==> src/rtl/id_pkg.sv <==
// id_pkg: shared definitions for the instruction-decode stage.
// Holds the opcode width, opcode class constants, the control-bit bundle,
// the per-cycle stage action encoding and the opcode decode function.
package id_pkg;

  // Opcode occupies the top OPCODE_W bits of every instruction.
  localparam int OPCODE_W = 5;

  // The all-zero opcode is a NOP regardless of its class bits.
  localparam logic [OPCODE_W-1:0] OP_NOP = 5'b00000;

  // Opcode class, taken from opcode[4:3].
  localparam logic [1:0] CLS_ALU_R = 2'b00;
  localparam logic [1:0] CLS_ALU_I = 2'b01;
  localparam logic [1:0] CLS_LOAD  = 2'b10;
  localparam logic [1:0] CLS_STORE = 2'b11;

  // Control bits carried alongside an instruction into execute.
  typedef struct packed {
    logic regwrite;
    logic mem_read;
    logic mem_write;
    logic mem_to_reg;
    logic alu_src;
  } ctrl_t;

  // What the stage does on the coming clock edge, highest priority first:
  // flush, execute stall, load-use hazard, normal advance.
  typedef enum logic [1:0] {
    ACT_NORMAL = 2'b00,
    ACT_HAZARD = 2'b01,
    ACT_STALL  = 2'b10,
    ACT_FLUSH  = 2'b11
  } act_e;

  // Map an opcode to its control bits; NOP yields all zeros.
  function automatic ctrl_t decode(input logic [OPCODE_W-1:0] opcode);
    ctrl_t c;
    c = '0;
    if (opcode != OP_NOP) begin
      case (opcode[OPCODE_W-1 -: 2])
        CLS_ALU_R: begin
          c.regwrite = 1'b1;
        end
        CLS_ALU_I: begin
          c.regwrite = 1'b1;
          c.alu_src  = 1'b1;
        end
        CLS_LOAD: begin
          c.regwrite   = 1'b1;
          c.mem_read   = 1'b1;
          c.mem_to_reg = 1'b1;
          c.alu_src    = 1'b1;
        end
        default: begin
          c.mem_write = 1'b1;
          c.alu_src   = 1'b1;
        end
      endcase
    end
    return c;
  endfunction

endpackage

==> src/rtl/id_regfile.sv <==
// id_regfile: architectural register file, 2**REG_AW entries of DATA_W bits.
// Two combinational read ports, one synchronous write port, async reset
// clears every entry (r0 is an ordinary writable register).
// Optional feature macro: ID_BYPASS_EN -- when defined, a read whose address
// matches an active write returns the write data in the same cycle.
module id_regfile #(
  parameter int DATA_W = 8,
  parameter int REG_AW = 3
) (
  input  logic              clk,
  input  logic              rst,
  input  logic              i_we,
  input  logic [REG_AW-1:0] i_waddr,
  input  logic [DATA_W-1:0] i_wdata,
  input  logic [REG_AW-1:0] i_raddr_a,
  output logic [DATA_W-1:0] o_rdata_a,
  input  logic [REG_AW-1:0] i_raddr_b,
  output logic [DATA_W-1:0] o_rdata_b
);

  localparam int NREGS = 2 ** REG_AW;

  logic [DATA_W-1:0] r_regs [NREGS];

  // Storage: cleared on reset, written at the clock edge when enabled.
  always_ff @(posedge clk or posedge rst) begin
    if (rst) begin
      for (int i = 0; i < NREGS; i++) begin
        r_regs[i] <= '0;
      end
    end else if (i_we) begin
      r_regs[i_waddr] <= i_wdata;
    end
  end

`ifdef ID_BYPASS_EN
  logic w_hit_a;
  logic w_hit_b;

  // Write-through: a same-cycle write to the addressed register wins.
  always_comb begin
    w_hit_a   = i_we && (i_waddr == i_raddr_a);
    w_hit_b   = i_we && (i_waddr == i_raddr_b);
    o_rdata_a = w_hit_a ? i_wdata : r_regs[i_raddr_a];
    o_rdata_b = w_hit_b ? i_wdata : r_regs[i_raddr_b];
  end
`else
  // Plain reads: a same-cycle write is only visible from the next cycle.
  always_comb begin
    o_rdata_a = r_regs[i_raddr_a];
    o_rdata_b = r_regs[i_raddr_b];
  end
`endif

endmodule

==> src/rtl/id_stage.sv <==
// id_stage: instruction-decode stage between fetch and execute.
// Owns the IF/ID register, the register file (id_regfile), the control
// decoder, load-use hazard detection and the ID/EX register, plus a
// saturating count of hazard stall cycles.
// Optional feature macro: ID_BYPASS_EN (register-file write-through),
// implemented inside id_regfile.
//
// Handshake: an instruction moves from fetch into IF/ID on a rising edge
// where in_valid && in_ready; in_ready never depends on in_valid. During a
// flush in_ready is 1 but the accepted instruction is discarded. out_valid
// marks ID/EX as holding a real instruction; execute holds it by raising
// ex_stall, and the registered outputs stay stable for as long as it does.
module id_stage
  import id_pkg::*;
#(
  parameter int DATA_W  = 8,
  parameter int REG_AW  = 3,
  parameter int INSTR_W = 16,
  parameter int CNT_W   = 16
) (
  input  logic               clk,
  input  logic               rst,
  input  logic               in_valid,
  output logic               in_ready,
  input  logic [INSTR_W-1:0] instruction_input,
  input  logic               wb_regwrite,
  input  logic [REG_AW-1:0]  wb_addr,
  input  logic [DATA_W-1:0]  wb_data,
  input  logic               ex_stall,
  input  logic               flush,
  output logic               out_valid,
  output logic               regwrite_out,
  output logic               mem_read,
  output logic               mem_write,
  output logic               mem_to_reg,
  output logic               alu_src,
  output logic [DATA_W-1:0]  rd_data,
  output logic [DATA_W-1:0]  rs_data,
  output logic [INSTR_W-1:0] instruction_output,
  output logic [CNT_W-1:0]   stall_cnt
);

  // Field positions: opcode on top, then rd, then rs, immediate below.
  localparam int RD_LSB = INSTR_W - OPCODE_W - REG_AW;
  localparam int RS_LSB = RD_LSB - REG_AW;

  localparam logic [CNT_W-1:0] CNT_MAX = {CNT_W{1'b1}};
  localparam logic [CNT_W-1:0] CNT_ONE = {{(CNT_W-1){1'b0}}, 1'b1};

  // Goes high one edge after reset releases; gates acceptance.
  logic               r_rst_done;

  // IF/ID register.
  logic               r_ifid_valid;
  logic [INSTR_W-1:0] r_ifid_instr;

  // ID/EX register.
  logic               r_idex_valid;
  ctrl_t              r_idex_ctrl;
  logic [DATA_W-1:0]  r_idex_rd_data;
  logic [DATA_W-1:0]  r_idex_rs_data;
  logic [INSTR_W-1:0] r_idex_instr;

  logic [CNT_W-1:0]   r_stall_cnt;

  logic [OPCODE_W-1:0] w_ifid_opcode;
  logic [REG_AW-1:0]   w_ifid_rd;
  logic [REG_AW-1:0]   w_ifid_rs;
  logic [REG_AW-1:0]   w_idex_rd;
  ctrl_t               w_ifid_ctrl;
  logic [DATA_W-1:0]   w_rd_val;
  logic [DATA_W-1:0]   w_rs_val;
  logic                w_hazard;
  logic                w_take;
  act_e                w_act;

  assign w_ifid_opcode = r_ifid_instr[INSTR_W-1 -: OPCODE_W];
  assign w_ifid_rd     = r_ifid_instr[RD_LSB +: REG_AW];
  assign w_ifid_rs     = r_ifid_instr[RS_LSB +: REG_AW];
  assign w_idex_rd     = r_idex_instr[RD_LSB +: REG_AW];
  assign w_ifid_ctrl   = decode(w_ifid_opcode);

  id_regfile #(
    .DATA_W (DATA_W),
    .REG_AW (REG_AW)
  ) u_regfile (
    .clk       (clk),
    .rst       (rst),
    .i_we      (wb_regwrite),
    .i_waddr   (wb_addr),
    .i_wdata   (wb_data),
    .i_raddr_a (w_ifid_rd),
    .o_rdata_a (w_rd_val),
    .i_raddr_b (w_ifid_rs),
    .o_rdata_b (w_rs_val)
  );

  // Load-use hazard: a load in ID/EX writes a register the IF/ID
  // instruction names. A bubble in ID/EX has mem_read=0, so it self-clears.
  always_comb begin
    w_hazard = r_idex_valid && r_idex_ctrl.mem_read &&
               r_ifid_valid && (w_ifid_opcode != OP_NOP) &&
               ((w_idex_rd == w_ifid_rd) || (w_idex_rd == w_ifid_rs));
  end

  // Pick this cycle's action by priority and derive in_ready from it.
  always_comb begin
    w_act = ACT_NORMAL;
    if (flush) begin
      w_act = ACT_FLUSH;
    end else if (ex_stall) begin
      w_act = ACT_STALL;
    end else if (w_hazard) begin
      w_act = ACT_HAZARD;
    end
    in_ready = r_rst_done && ((w_act == ACT_NORMAL) || (w_act == ACT_FLUSH));
    w_take   = in_valid && r_rst_done;
  end

  // Post-reset enable for in_ready.
  always_ff @(posedge clk or posedge rst) begin
    if (rst) begin
      r_rst_done <= 1'b0;
    end else begin
      r_rst_done <= 1'b1;
    end
  end

  // IF/ID: load from fetch on normal, empty on flush, hold otherwise.
  always_ff @(posedge clk or posedge rst) begin
    if (rst) begin
      r_ifid_valid <= 1'b0;
      r_ifid_instr <= '0;
    end else begin
      case (w_act)
        ACT_FLUSH: begin
          r_ifid_valid <= 1'b0;
          r_ifid_instr <= '0;
        end
        ACT_NORMAL: begin
          r_ifid_valid <= w_take;
          r_ifid_instr <= w_take ? instruction_input : '0;
        end
        default: begin
          r_ifid_valid <= r_ifid_valid;
          r_ifid_instr <= r_ifid_instr;
        end
      endcase
    end
  end

  // ID/EX: decoded IF/ID on normal, bubble on flush/hazard, hold on stall.
  always_ff @(posedge clk or posedge rst) begin
    if (rst) begin
      r_idex_valid   <= 1'b0;
      r_idex_ctrl    <= '0;
      r_idex_rd_data <= '0;
      r_idex_rs_data <= '0;
      r_idex_instr   <= '0;
    end else begin
      case (w_act)
        ACT_NORMAL: begin
          if (r_ifid_valid) begin
            r_idex_valid   <= 1'b1;
            r_idex_ctrl    <= w_ifid_ctrl;
            r_idex_rd_data <= w_rd_val;
            r_idex_rs_data <= w_rs_val;
            r_idex_instr   <= r_ifid_instr;
          end else begin
            r_idex_valid   <= 1'b0;
            r_idex_ctrl    <= '0;
            r_idex_rd_data <= '0;
            r_idex_rs_data <= '0;
            r_idex_instr   <= '0;
          end
        end
        ACT_STALL: begin
          r_idex_valid   <= r_idex_valid;
          r_idex_ctrl    <= r_idex_ctrl;
          r_idex_rd_data <= r_idex_rd_data;
          r_idex_rs_data <= r_idex_rs_data;
          r_idex_instr   <= r_idex_instr;
        end
        default: begin
          r_idex_valid   <= 1'b0;
          r_idex_ctrl    <= '0;
          r_idex_rd_data <= '0;
          r_idex_rs_data <= '0;
          r_idex_instr   <= '0;
        end
      endcase
    end
  end

  // Count hazard bubbles, sticking at all-ones; only reset clears it.
  always_ff @(posedge clk or posedge rst) begin
    if (rst) begin
      r_stall_cnt <= '0;
    end else if ((w_act == ACT_HAZARD) && (r_stall_cnt != CNT_MAX)) begin
      r_stall_cnt <= r_stall_cnt + CNT_ONE;
    end
  end

  assign out_valid          = r_idex_valid;
  assign regwrite_out       = r_idex_ctrl.regwrite;
  assign mem_read           = r_idex_ctrl.mem_read;
  assign mem_write          = r_idex_ctrl.mem_write;
  assign mem_to_reg         = r_idex_ctrl.mem_to_reg;
  assign alu_src            = r_idex_ctrl.alu_src;
  assign rd_data            = r_idex_rd_data;
  assign rs_data            = r_idex_rs_data;
  assign instruction_output = r_idex_instr;
  assign stall_cnt          = r_stall_cnt;

endmodule

==> config.mk <==
export PLATFORM = sky130hd
export DESIGN_NAME = id_stage
export DESIGN_NICKNAME = d
export VERILOG_FILES = /design/src/rtl/id_pkg.sv /design/src/rtl/id_regfile.sv /design/src/rtl/id_stage.sv
export SDC_FILE = /design/constraint.sdc
export NUM_CORES = 1
export LEC_CHECK = 0
export ABC_AREA = 0
export CORE_UTILIZATION = 55
export CTS_CLUSTER_SIZE = 28
export DETAILED_ROUTE_END_ITERATION = 10
export GPL_ROUTABILITY_DRIVEN = 0
export PLACE_DENSITY = 0.9
export SKIP_CTS_REPAIR_TIMING = 1
export SLEW_MARGIN = 40
export SYNTH_ARGS = -nofsm -noshare
export SYNTH_HDL_FRONTEND = slang
export SYNTH_SLANG_ARGS = --single-unit
==> constraint.sdc <==
create_clock -name clk -period 4.9 [get_ports clk]
set_input_delay 0.98 -clock clk [delete_from_list [all_inputs] [get_ports clk]]
set_output_delay 0.98 -clock clk [all_outputs]
set_load 0.005 [all_outputs]
==> report_table.html, run 1 <==
<table>
<tr><th>Metric</th><th>Value</th></tr>
<tr><th colspan="2">Timing</th></tr>
<tr><td>Ratio of final minimum period to clock period</td><td>86.06%</td></tr>
<tr><td>Number of hold violations in the final report</td><td>0</td></tr>
<tr><td>RSZ-0062 raised after global routing</td><td>false</td></tr>
<tr><td>Period minus WS final</td><td>4217 ps</td></tr>
<tr><td>Final sum of negative setup slack</td><td>0 ps</td></tr>
<tr><td>Final setup violation count</td><td>0</td></tr>
<tr><td>Slew margin rel.</td><td>41.66%</td></tr>
<tr><td>Worst-margin pin slew</td><td>between 800 and 900 ps</td></tr>
<tr><td>Max-slew violation total from the final report</td><td>0</td></tr>
<tr><td>Clock Skews</td><td>9.459 ps</td></tr>
<tr><td>Achievable frequency</td><td>237.1 MHz</td></tr>
<tr><td>Final WS setup</td><td>683.2 ps</td></tr>
<tr><th colspan="2">Global routing</th></tr>
<tr><td>First-pass GRT wire length</td><td>~24 mm</td></tr>
<tr><td>Antenna violations before repair</td><td>0</td></tr>
<tr><td>Met3 track demand over resource</td><td>under 10%</td></tr>
<tr><td>Most congested layer reported by global routing</td><td>met2</td></tr>
<tr><td>Largest net degree at the start of global routing</td><td>90</td></tr>
<tr><td>Total gr overflow</td><td>0</td></tr>
<tr><td>Gr usage total</td><td>27.13%</td></tr>
<tr><td>Via count of the first global-routing pass</td><td>around 4,700</td></tr>
<tr><td>M2 GR Usage</td><td>44.56%</td></tr>
<tr><td>Met1 Use GR</td><td>33.85%</td></tr>
<tr><th colspan="2">Detailed routing</th></tr>
<tr><td>Post-route antenna net violation count</td><td>0</td></tr>
<tr><td>Routed WL</td><td>15.18 mm</td></tr>
<tr><td>Wire length per cell</td><td>20.79 µm</td></tr>
<tr><td>Number of remaining DRC errors</td><td>0</td></tr>
<tr><td>Via/cell ratio</td><td>6.379</td></tr>
<tr><td>DR pass1 iterations</td><td>5</td></tr>
<tr><td>Count of vias placed by the detailed router</td><td>~4,700</td></tr>
<tr><td>DRC marker count from the first detailed-route iteration</td><td>349</td></tr>
<tr><th colspan="2">Critical path</th></tr>
<tr><td>Kind of critical path</td><td>in -&gt; out</td></tr>
<tr><td>Worst R2R Start</td><td>r_ifid_instr[8]$_DFFE_PP0P_</td></tr>
<tr><td>CP top delay family</td><td>buffers and inverters</td></tr>
<tr><td>Cell repeated most along the worst path</td><td>clkdlybuf4s50_1</td></tr>
<tr><td>Critical path buffers and inverters</td><td>2</td></tr>
<tr><td>Crit path max-delay cell type</td><td>ha_1</td></tr>
<tr><td>Crit. Startpoint</td><td>ex_stall</td></tr>
<tr><td>Arrival time worst endpoint</td><td>3240 ps</td></tr>
<tr><td>Worst-path maximum fanout</td><td>18</td></tr>
<tr><td>Category of the worst setup path capture point</td><td>primary output</td></tr>
<tr><td>Worst Path Required</td><td>3920 ps</td></tr>
<tr><td>Register-to-Register Path Depth</td><td>7</td></tr>
<tr><td>Maximum single-stage delay on the critical path</td><td>590 ps</td></tr>
<tr><td>Number of gates on the worst path with buffers counted</td><td>6</td></tr>
<tr><td>Chain of cells forming the critical path</td><td>clkdlybuf4s50_1, and4b_1, a31oi_1, ha_1, nor2b_1, clkdlybuf4s50_1</td></tr>
<tr><td>Startpoint types</td><td>input pin</td></tr>
<tr><th colspan="2">Floorplanning</th></tr>
<tr><td>Count of boundary I/O pins</td><td>88</td></tr>
<tr><td>Initial cell density of the core</td><td>57.65%</td></tr>
<tr><td>Overall die area</td><td>about 0.012 mm²</td></tr>
<tr><td>Row count</td><td>38</td></tr>
<tr><td>Placeable core region</td><td>0.01103 mm²</td></tr>
<tr><td>Floorplan die width</td><td>around 110 µm</td></tr>
<tr><td>Height of the chip</td><td>109.5 µm</td></tr>
<tr><th colspan="2">Clock tree</th></tr>
<tr><td>Clock Tree Root</td><td>clkbuf_16</td></tr>
<tr><td>Sinks on the clock net</td><td>135</td></tr>
<tr><td>Clk Latency, worst-skew pair</td><td>420 ps</td></tr>
<tr><td>Clock transition at the register clock pins on the worst setup and hold paths after CTS</td><td>50 ps</td></tr>
<tr><td>Count of H-tree levels built during CTS</td><td>4</td></tr>
<tr><td>TritonCTS buffer count</td><td>17</td></tr>
<tr><td>Clock tree from TritonCTS</td><td>done</td></tr>
<tr><td>Bufs on Longest Clock Path</td><td>2</td></tr>
<tr><th colspan="2">Power and ir drop</th></tr>
<tr><td>Total power density per cell area</td><td>374.2 mW/mm²</td></tr>
<tr><td>Leakage Power</td><td>roughly 3.3 nW</td></tr>
<tr><td>Peak supply drop</td><td>266.5 µV</td></tr>
<tr><th colspan="2">Yosys</th></tr>
<tr><td>Cell count after synthesis</td><td>~500</td></tr>
<tr><td>Mean instance size in the synthesized netlist</td><td>12.74 µm²</td></tr>
<tr><td>Top cells by area, synth</td><td>dfrtp_1 (53%), mux2_2 (17%), a22o_1 (6.5%)</td></tr>
<tr><td>Cell variety after synth</td><td>39</td></tr>
<tr><td>Cell type with the largest total area after synthesis</td><td>dfrtp_1</td></tr>
<tr><td>Count of yosys warnings during synthesis</td><td>0</td></tr>
<tr><td>Post-synthesis instance area</td><td>0.006359 mm²</td></tr>
<tr><td>Share of the synthesized area in the top cell type</td><td>53.13%</td></tr>
<tr><td>Count of state elements after synthesis</td><td>135</td></tr>
<tr><td>Sequential cell area fraction in the yosys report</td><td>between 50% and 60%</td></tr>
<tr><td>Nets in the synthesized netlist</td><td>535</td></tr>
<tr><th colspan="2">Placed design</th></tr>
<tr><td>Post-DP HPWL</td><td>9.803 mm</td></tr>
<tr><td>DP Worst Slack</td><td>766.2 ps</td></tr>
<tr><td>IO Port Bufs</td><td>87</td></tr>
<tr><th colspan="2">Layout</th></tr>
<tr><td>Count of filler cells inserted in the layout</td><td>741</td></tr>
<tr><td>Post-layout nets</td><td>just over 600</td></tr>
<tr><td>Multi-input gate area</td><td>0.002831 mm²</td></tr>
<tr><td>Area growth from synthesis to layout</td><td>23.06%</td></tr>
<tr><td>Area taken by flip-flops and latches</td><td>0.003378 mm²</td></tr>
<tr><td>Fraction of final layout cells sized beyond drive strength 1</td><td>between 20% and 30%</td></tr>
<tr><td># diodes</td><td>0</td></tr>
<tr><th colspan="2">Worst hold path</th></tr>
<tr><td>Start point of the worst hold path</td><td>stall_cnt[15]$_DFFE_PP0P_</td></tr>
<tr><td>Worst hold path type</td><td>reg -&gt; reg</td></tr>
<tr><td>Hold depth</td><td>1</td></tr>
<tr><th colspan="2">Run</th></tr>
<tr><td>Max Cap Violations</td><td>0</td></tr>
<tr><th colspan="2">Status</th></tr>
<tr><td>Result of the run</td><td>finished, final reports clean</td></tr>
</table>
[flip-flops by register name, indices dropped and copies added, names as in the netlist]
name and flops:
rs_data 8, instruction_output 16, r_ifid_instr 16, r_rst_done 1, r_ifid_valid 1, rd_data 8, alu_src 1, mem_write 1
regwrite_out 1, out_valid 1, stall_cnt 16, mem_read 1, u_regfile.r_regs 64
[final timing paths]
kind / endpoint / slack (ps)
min: stall_cnt[15]$_DFFE_PP0P_ / 490
min in group asynchronous: u_regfile.r_regs[38]$_DFFE_PP0P_ / 1050
max: in_ready / 680
min reg2reg: stall_cnt[15]$_DFFE_PP0P_ / 490
max in group asynchronous: r_ifid_instr[15]$_DFFE_PP0P_ / 3070
max reg2reg: r_ifid_instr[13]$_DFFE_PP0P_ / 1750
[per-layer routing]
| metal | up-vias | routed length (µm) |
|---|---|---|
| met4 | 0 | 340 |
| li1 | 2048 | - |
| met5 | - | 0 |
| met3 | 42 | 993 |
| met2 | 177 | 7415 |
| met1 | 2390 | 6428 |
[where the power goes]
| part | internal (mW) | leakage, nW | total (mW) | switching [mW] |
|---|---|---|---|---|
| logic | 0.263 | 1.27 | 0.441 | 0.178 |
| registers | 1.26 | 1.75 | 1.38 | 0.121 |
| clock network | 0.679 | 0.255 | 1.11 | 0.431 |
[worst register-to-register path, cell delays in order (launching register included)]
cell	delay (ps)
dfrtp_1	460
xor2_1	210
o31ai_1	490
a31oi_1	180
ha_1	590
nor2b_1	270
and3_1	620
a22o_1	260
[cell families (layout without fill, tap and decap cells)]
| group | after synthesis | in the layout | synth area share [%] |
|---|---|---|---|
| simple gates | 88 | 88 | 8.245 |
| mux | 114 | 114 | 19.87 |
| buf+inv | 34 | 125 | 2.420 |
| fa+ha+maj | 3 | 3 | 0.5904 |
| xor+xnor | 20 | 20 | 2.755 |
| flops | 135 | 135 | 53.13 |
| other cells | 1 | 1 | 0.05898 |
| compound gates | 104 | 104 | 12.93 |
[placed cells by master (no fill, tap or decap), types with 6 or more instances in the layout]
cell             count
a211oi_1            32
a22o_1              47
buf_4                6
clkbuf_1             7
clkbuf_16           17
clkdlybuf4s50_1     87
dfrtp_1            135
mux2_2              98
mux2i_1             16
nand2_1             15
nand3_1             10
nand4_1             10
nor2_1               7
nor2b_1             17
o22ai_1             16
xnor2_1             17
[synth_stat cells (all sizes together)]
cell / number
nand4: 10
ha: 3
nor3b: 2
dfrtp: 135
nand2: 15
a31oi: 1
a32o: 2
o21ai: 1
nor2b: 18
inv: 1
xor2: 3
and3: 5
buf: 14
o22ai: 16
nor4b: 1
a211oi: 32
nor2: 8
clkbuf: 19
nand3: 11
nor3: 4
nand2b: 5
and4: 1
and4b: 1
xnor2: 17
and2: 2
o31ai: 2
mux2: 98
mux2i: 16
a22o: 47
a31o: 1
nand4b: 4
a21o: 2
or4: 1
conb: 1
[stage by stage]
step | total power, mW | std cells | cell area (µm²) | hold slack [ps] | utilization (%)
floorplan | 1.656 | 499 | 6359 | 466.5 | -
global placement | 1.778 | 699 | 7307 | 463.4 | 66.24
detailed placement | 1.814 | 699 | 7310 | 467.7 | 66.27
CTS | 2.941 | 730 | 7823 | 499.4 | 70.92
global route | 3.050 | 730 | 7825 | 518.9 | 70.94
finish | 2.928 | 730 | 7825 | 492.1 | 70.94
[final cells by class]
cell class,count,area share [%]
sequential,135,43.17
multi-input combinational,330,36.18
timing repair buffer,93,11.70
clock buffer,27,6.300
tap,140,2.239
clock inverter,4,0.2558
inverter,1,0.1439
Power figures use the tool's default switching activity.
==> run 2, diff against run 1 <==
--- a/config.mk
+++ b/config.mk
@@ -6,6 +6,7 @@
 export NUM_CORES = 1
 export LEC_CHECK = 0
 export ABC_AREA = 0
+export CORE_MARGIN = 4
 export CORE_UTILIZATION = 55
 export CTS_CLUSTER_SIZE = 28
 export DETAILED_ROUTE_END_ITERATION = 10
==> run 2 against run 1 <==
  * Setup slack better by 93 ps
  * First-iteration DRC count up 47%
  * Design area up 0.93%
  * Critical path type unchanged
==> report_table.html, run 2 (synthesis results as in run 1) <==
<table>
<tr><th>Metric</th><th>Value</th></tr>
<tr><th colspan="2">Global routing</th></tr>
<tr><td>First-pass GRT wire length</td><td>24.52 mm</td></tr>
<tr><td>Total gr overflow</td><td>0</td></tr>
<tr><td>Antenna violations before repair</td><td>0</td></tr>
<tr><td>Gr usage total</td><td>23.57%</td></tr>
<tr><td>Via count of the first global-routing pass</td><td>4,654</td></tr>
<tr><td>Largest net degree at the start of global routing</td><td>roughly 140</td></tr>
<tr><th colspan="2">Floorplanning</th></tr>
<tr><td>Overall die area</td><td>0.01334 mm²</td></tr>
<tr><td>Initial cell density of the core</td><td>55.93%</td></tr>
<tr><td>Placeable core region</td><td>roughly 0.011 mm²</td></tr>
<tr><td>Count of boundary I/O pins</td><td>88</td></tr>
<tr><td>Row count</td><td>39</td></tr>
<tr><td>Floorplan die width</td><td>115.5 µm</td></tr>
<tr><td>Height of the chip</td><td>115.5 µm</td></tr>
<tr><th colspan="2">Critical path</th></tr>
<tr><td>CP top delay family</td><td>buffers and inverters</td></tr>
<tr><td>Maximum single-stage delay on the critical path</td><td>570 ps</td></tr>
<tr><td>Kind of critical path</td><td>in -&gt; out</td></tr>
<tr><td>Category of the worst setup path capture point</td><td>primary output</td></tr>
<tr><td>Worst-path maximum fanout</td><td>18</td></tr>
<tr><td>Cell repeated most along the worst path</td><td>clkdlybuf4s50_1</td></tr>
<tr><td>Worst Path Required</td><td>3920 ps</td></tr>
<tr><td>Crit. Startpoint</td><td>ex_stall</td></tr>
<tr><td>Number of gates on the worst path with buffers counted</td><td>6</td></tr>
<tr><td>Worst R2R Start</td><td>r_ifid_instr[8]$_DFFE_PP0P_</td></tr>
<tr><td>Chain of cells forming the critical path</td><td>clkdlybuf4s50_1, and4b_1, a31oi_1, ha_1, nor2b_1, clkdlybuf4s50_1</td></tr>
<tr><td>Startpoint types</td><td>input pin</td></tr>
<tr><td>Crit path max-delay cell type</td><td>ha_1</td></tr>
<tr><td>Arrival time worst endpoint</td><td>3140 ps</td></tr>
<tr><td>Critical path buffers and inverters</td><td>2</td></tr>
<tr><td>Register-to-Register Path Depth</td><td>7</td></tr>
<tr><th colspan="2">Worst hold path</th></tr>
<tr><td>Hold depth</td><td>2</td></tr>
<tr><td>Worst hold path type</td><td>reg -&gt; reg</td></tr>
<tr><td>Start point of the worst hold path</td><td>instruction_output[15]$_DFFE_PP0P_</td></tr>
<tr><th colspan="2">Placed design</th></tr>
<tr><td>Post-DP HPWL</td><td>9.713 mm</td></tr>
<tr><td>IO Port Bufs</td><td>87</td></tr>
<tr><td>Count of placed standard cells including taps</td><td>701</td></tr>
<tr><td>DP Worst Slack</td><td>793.6 ps</td></tr>
<tr><td>Cell area reported after detailed placement</td><td>roughly 0.0073 mm²</td></tr>
<tr><th colspan="2">Layout</th></tr>
<tr><td>Register name with the most flops</td><td>u_regfile.r_regs</td></tr>
<tr><td>Post-route insts no fill</td><td>729</td></tr>
<tr><td># diodes</td><td>0</td></tr>
<tr><td>Count of filler cells inserted in the layout</td><td>743</td></tr>
<tr><td>Fraction of final layout cells sized beyond drive strength 1</td><td>between 20% and 30%</td></tr>
<tr><td>Post-layout nets</td><td>613</td></tr>
<tr><td>Post-Route Utilization</td><td>slightly below 70%</td></tr>
<tr><td>Most used cells in the layout excluding fill and tap cells</td><td>dfrtp_1 (135), mux2_2 (98), clkdlybuf4s50_1 (87)</td></tr>
<tr><td>Area growth from synthesis to layout</td><td>24.20%</td></tr>
<tr><td>Most frequent standard cell in the layout excluding fill and tap cells</td><td>dfrtp_1</td></tr>
<tr><td>Largest register FFs</td><td>between 60 and 70</td></tr>
<tr><td>Total non-filler cell area in the finished layout</td><td>0.007898 mm²</td></tr>
<tr><th colspan="2">Detailed routing</th></tr>
<tr><td>DR pass1 iterations</td><td>6</td></tr>
<tr><td>DRC marker count from the first detailed-route iteration</td><td>512</td></tr>
<tr><td>Post-route antenna net violation count</td><td>0</td></tr>
<tr><td>Number of remaining DRC errors</td><td>0</td></tr>
<tr><td>Via/cell ratio</td><td>6.343</td></tr>
<tr><td>Count of vias placed by the detailed router</td><td>4,624</td></tr>
<tr><td>Wire length per cell</td><td>21.13 µm</td></tr>
<tr><td>Routed WL</td><td>15.41 mm</td></tr>
<tr><th colspan="2">Timing</th></tr>
<tr><td>Number of hold violations in the final report</td><td>0</td></tr>
<tr><td>Ratio of final minimum period to clock period</td><td>84.16%</td></tr>
<tr><td>RSZ-0062 raised after global routing</td><td>false</td></tr>
<tr><td>Slew margin rel.</td><td>43.66%</td></tr>
<tr><td>Max-slew violation total from the final report</td><td>0</td></tr>
<tr><td>Period minus WS final</td><td>4124 ps</td></tr>
<tr><td>Worst-margin pin slew</td><td>roughly 840 ps</td></tr>
<tr><td>Final setup violation count</td><td>0</td></tr>
<tr><td>Fin Hold WS</td><td>488.2 ps</td></tr>
<tr><td>Final WS setup</td><td>775.9 ps</td></tr>
<tr><td>Final sum of negative setup slack</td><td>0 ps</td></tr>
<tr><td>Clock Skews</td><td>~11 ps</td></tr>
<tr><td>Achievable frequency</td><td>242.5 MHz</td></tr>
<tr><th colspan="2">Clock tree</th></tr>
<tr><td>Clk Latency, worst-skew pair</td><td>420 ps</td></tr>
<tr><td>TritonCTS buffer count</td><td>17</td></tr>
<tr><td>Count of H-tree levels built during CTS</td><td>4</td></tr>
<tr><td>Clock Tree Root</td><td>clkbuf_16</td></tr>
<tr><td>Sinks on the clock net</td><td>135</td></tr>
<tr><td>Clock transition at the register clock pins on the worst setup and hold paths after CTS</td><td>around 50 ps</td></tr>
<tr><td>Bufs on Longest Clock Path</td><td>2</td></tr>
<tr><td>Clock tree from TritonCTS</td><td>done</td></tr>
<tr><th colspan="2">Status</th></tr>
<tr><td>Result of the run</td><td>finished, final reports clean</td></tr>
<tr><th colspan="2">Power and ir drop</th></tr>
<tr><td>Overall Power</td><td>3.083 mW</td></tr>
<tr><td>Peak supply drop</td><td>318.9 µV</td></tr>
<tr><td>Total power density per cell area</td><td>390.4 mW/mm²</td></tr>
<tr><td>Leakage Power</td><td>about 3.3 nW</td></tr>
<tr><th colspan="2">Run</th></tr>
<tr><td>Max Cap Violations</td><td>0</td></tr>
</table>
## run 2: cell count changes in the layout (fill, tap and decap cells not counted)
cell,change
buf_4,-2
nor2_2,-1
buf_12,+1
nor2_4,+1
inv_4,+1
inv_8,-1
bufinv_16,+3
clkbuf_1,-3
clkinv_2,-3
## run 2: worst paths after layout
path	end	slack, ps
max	in_ready	780
min	instruction_output[15]$_DFFE_PP0P_	490
max reg2reg	r_ifid_instr[15]$_DFFE_PP0P_	1980
min reg2reg	instruction_output[15]$_DFFE_PP0P_	490
max in group asynchronous	u_regfile.r_regs[63]$_DFFE_PP0P_	3260
min in group asynchronous	instruction_output[15]$_DFFE_PP0P_	1090
## run 2: cell type report
class / instances / area (µm²) / share of cell area (%)
inverter: 1 / 6.256 / 0.07921
tap: 143 / 178.9 / 2.266
clock buffer: 24 / 481.7 / 6.099
sequential: 135 / 3378 / 42.78
multi-input combinational: 330 / 2836 / 35.92
clock inverter: 4 / 95.09 / 1.204
timing repair buffer: 92 / 920.9 / 11.66
## run 2: where the power goes
group	switching, mW	internal, mW
clock network	0.436	0.828
logic	0.178	0.262
registers	0.123	1.26
total	0.737	2.35
## run 2: per-layer routing
layer  global-route usage, %  wire length [µm]  vias to the layer above
li1                        -                 -                     2046
met1                   30.78              6636                     2363
met2                   38.58              7530                      182
met3                   6.475               990                       33
met4                   7.355               249                        0
met5                       0                 0                        -
## run 2: worst reg2reg max path: cells and delay by family (launching register included)
| kind | cells | cell delay (ps) |
|---|---|---|
| AO/OA/AOI/OAI | 3 | 790 |
| XOR/XNOR | 1 | 200 |
| adder cells (fa/ha/maj) | 1 | 570 |
| flip-flops | 1 | 460 |
| AND/OR/NAND/NOR | 2 | 860 |
==> run 3, diff against run 2 <==
--- a/config.mk
+++ b/config.mk
@@ -7,11 +7,11 @@
 export LEC_CHECK = 0
 export ABC_AREA = 0
 export CORE_MARGIN = 4
-export CORE_UTILIZATION = 55
+export CORE_UTILIZATION = 50
 export CTS_CLUSTER_SIZE = 28
 export DETAILED_ROUTE_END_ITERATION = 10
 export GPL_ROUTABILITY_DRIVEN = 0
-export PLACE_DENSITY = 0.9
+export PLACE_DENSITY = 0.87
 export SKIP_CTS_REPAIR_TIMING = 1
 export SLEW_MARGIN = 40
 export SYNTH_ARGS = -nofsm -noshare
==> constraint.sdc (replaced) <==
create_clock -name clk -period 3.45 [get_ports clk]
set_input_delay 0.69 -clock clk [delete_from_list [all_inputs] [get_ports clk]]
set_output_delay 0.69 -clock clk [all_outputs]
set_load 0.005 [all_outputs]
==> run 3 against run 2 <==
  * Final cell count grew 4.4%
  * Clock power increased by 60%
  * Core utilization shrank 3.4 points
  * Design area is 2.2% higher
  * First-iteration DRC count shrank 18%
  * Via count rose by 1.4%
  * Highest routed layer unchanged
==> report_table.html, run 3 (synthesis results as in run 1) <==
<table>
<tr><th>Metric</th><th>Value</th></tr>
<tr><th colspan="2">Critical path</th></tr>
<tr><td>Register-to-Register Path Depth</td><td>7</td></tr>
<tr><td>Arrival time worst endpoint</td><td>around 2500 ps</td></tr>
<tr><td>Kind of critical path</td><td>in -&gt; out</td></tr>
<tr><td>Startpoint types</td><td>input pin</td></tr>
<tr><td>Worst-path maximum fanout</td><td>3</td></tr>
<tr><td>Last element of the critical path</td><td>in_ready</td></tr>
<tr><td>Terminus of the critical flop-to-flop path</td><td>r_ifid_instr[11]$_DFFE_PP0P_</td></tr>
<tr><td>Worst R2R Setup Slack</td><td>roughly 1000 ps</td></tr>
<tr><td>Crit. Startpoint</td><td>ex_stall</td></tr>
<tr><td>Worst Path Required</td><td>2760 ps</td></tr>
<tr><td>Worst R2R Start</td><td>r_ifid_instr[8]$_DFFE_PP0P_</td></tr>
<tr><td>Category of the worst setup path capture point</td><td>primary output</td></tr>
<tr><th colspan="2">Timing</th></tr>
<tr><td>Achievable frequency</td><td>311.5 MHz</td></tr>
<tr><td>Max-slew violation total from the final report</td><td>0</td></tr>
<tr><td>RSZ-0062 raised after global routing</td><td>false</td></tr>
<tr><td>Slew margin rel.</td><td>42.52%</td></tr>
<tr><td>Final WS setup</td><td>around 240 ps</td></tr>
<tr><td>Clock Skews</td><td>8.150 ps</td></tr>
<tr><td>Number of hold violations in the final report</td><td>0</td></tr>
<tr><td>Final sum of negative setup slack</td><td>0 ps</td></tr>
<tr><td>Worst-margin pin slew</td><td>between 800 and 900 ps</td></tr>
<tr><td>Ratio of final minimum period to clock period</td><td>93.06%</td></tr>
<tr><td>Period minus WS final</td><td>3210 ps</td></tr>
<tr><td>Final setup violation count</td><td>0</td></tr>
<tr><th colspan="2">Detailed routing</th></tr>
<tr><td>Via/cell ratio</td><td>6.159</td></tr>
<tr><td>Number of remaining DRC errors</td><td>0</td></tr>
<tr><td>DR pass1 iterations</td><td>5</td></tr>
<tr><td>Wire length per cell</td><td>21.05 µm</td></tr>
<tr><td>DRC marker count from the first detailed-route iteration</td><td>420</td></tr>
<tr><td>Post-route antenna net violation count</td><td>0</td></tr>
<tr><td>Routed WL</td><td>16.02 mm</td></tr>
<tr><td>Count of vias placed by the detailed router</td><td>4,687</td></tr>
<tr><th colspan="2">Layout</th></tr>
<tr><td>Largest register FFs</td><td>64</td></tr>
<tr><td>Most used cells in the layout excluding fill and tap cells</td><td>dfrtp_1 (135), mux2_2 (98), clkdlybuf4s50_1 (87)</td></tr>
<tr><td>Fraction of final layout cells sized beyond drive strength 1</td><td>25.13%</td></tr>
<tr><td>Count of filler cells inserted in the layout</td><td>856</td></tr>
<tr><td>Post-layout nets</td><td>just over 600</td></tr>
<tr><td>Most frequent standard cell in the layout excluding fill and tap cells</td><td>dfrtp_1</td></tr>
<tr><td>Area taken by flip-flops and latches</td><td>0.003378 mm²</td></tr>
<tr><td>Area growth from synthesis to layout</td><td>26.94%</td></tr>
<tr><td>Register name with the most flops</td><td>u_regfile.r_regs</td></tr>
<tr><td># diodes</td><td>0</td></tr>
<tr><td>Multi-input gate area</td><td>0.002843 mm²</td></tr>
<tr><th colspan="2">Power and ir drop</th></tr>
<tr><td>Peak supply drop</td><td>424.4 µV</td></tr>
<tr><td>Leakage Power</td><td>around 3.4 nW</td></tr>
<tr><td>Total power density per cell area</td><td>about 570 mW/mm²</td></tr>
<tr><th colspan="2">Floorplanning</th></tr>
<tr><td>Count of boundary I/O pins</td><td>just under 90</td></tr>
<tr><td>Height of the chip</td><td>about 120 µm</td></tr>
<tr><td>Row count</td><td>40</td></tr>
<tr><td>Initial cell density of the core</td><td>52.07%</td></tr>
<tr><td>Placeable core region</td><td>0.01221 mm²</td></tr>
<tr><td>Overall die area</td><td>0.01459 mm²</td></tr>
<tr><td>Floorplan die width</td><td>~120 µm</td></tr>
<tr><th colspan="2">Global routing</th></tr>
<tr><td>Antenna violations before repair</td><td>0</td></tr>
<tr><td>Gr usage total</td><td>between 20% and 30%</td></tr>
<tr><td>First-pass GRT wire length</td><td>~26 mm</td></tr>
<tr><td>Via count of the first global-routing pass</td><td>4,640</td></tr>
<tr><td>Largest net degree at the start of global routing</td><td>between 50 and 60</td></tr>
<tr><td>Total gr overflow</td><td>0</td></tr>
<tr><th colspan="2">Clock tree</th></tr>
<tr><td>TritonCTS buffer count</td><td>17</td></tr>
<tr><td>Clk Latency, worst-skew pair</td><td>420 ps</td></tr>
<tr><td>Sinks on the clock net</td><td>between 100 and 150</td></tr>
<tr><td>Clock Tree Root</td><td>clkbuf_16</td></tr>
<tr><td>Bufs on Longest Clock Path</td><td>2</td></tr>
<tr><td>Clock tree from TritonCTS</td><td>done</td></tr>
<tr><td>Count of H-tree levels built during CTS</td><td>4</td></tr>
<tr><td>Clock transition at the register clock pins on the worst setup and hold paths after CTS</td><td>60 ps</td></tr>
<tr><th colspan="2">Run</th></tr>
<tr><td>Max Cap Violations</td><td>0</td></tr>
<tr><th colspan="2">Placed design</th></tr>
<tr><td>IO Port Bufs</td><td>87</td></tr>
<tr><td>Post-DP HPWL</td><td>10.59 mm</td></tr>
<tr><td>DP Worst Slack</td><td>around 250 ps</td></tr>
<tr><th colspan="2">Worst hold path</th></tr>
<tr><td>Worst hold path type</td><td>reg -&gt; reg</td></tr>
<tr><td>Start point of the worst hold path</td><td>instruction_output[15]$_DFFE_PP0P_</td></tr>
<tr><th colspan="2">Status</th></tr>
<tr><td>Result of the run</td><td>finished, final reports clean</td></tr>
</table>
run 3: cell type report:
cell class	instances	area share, %
Timing Repair Buffer	95	12.00
Clock inverter	11	2.403
Multi-Input combinational cell	330	35.22
Sequential cell	135	41.85
Inverter	1	0.09301
Clock buffer	21	5.829
Tap cell	168	2.604
run 3: worst min-delay path by stage:
| stage | cells after the start | to | slack (ps) |
|---|---|---|---|
| after floorplan | 1 | instruction_output[3]$_DFFE_PP0P_ | 470 |
| after global placement | 2 | instruction_output[15]$_DFFE_PP0P_ | 470 |
| after detailed placement | 2 | instruction_output[15]$_DFFE_PP0P_ | 480 |
| after CTS | 2 | instruction_output[15]$_DFFE_PP0P_ | 500 |
| after global routing | 1 | instruction_output[1]$_DFFE_PP0P_ | 520 |
| final | 2 | instruction_output[15]$_DFFE_PP0P_ | 490 |
run 3: where the power goes:
part	internal (mW)	leakage (nW)	switching (mW)
Sequential	1.78	1.75	0.181
Clock	1.34	0.324	0.665
Combinational	0.379	1.28	0.260
run 3: per-stage QoR:
step                      instance area (µm²)  power (mW)  hold slack [ps]  std cells  utilization, %
after floorplan                          6362       2.352            466.5        499               -
after global placement                   7376       2.531            465.7        728           60.40
after detailed placement                 7376       2.593            481.2        728           60.40
after CTS                                8040       4.616            495.3        760           65.84
after global routing                     8071       4.780            520.2        761           66.10
final                                    8071       4.609            489.1        761           66.10
run 3: worst max-delay path, stage by stage:
cell and delay (ps):
clkdlybuf4s50_1 490, and4b_1 220, a31oi_1 180, ha_1 270, nor2b_1 150, clkdlybuf4s50_1 520
run 3: layer usage:
layer / vias to the layer above / global-route usage (%) / wire [µm]
li1: 2060 / - / -
met1: 2403 / 28.65 / 6769
met2: 189 / 38.07 / 7987
met3: 35 / 6.361 / 1010
met4: 0 / 5.949 / 248
met5: - / 0 / 0
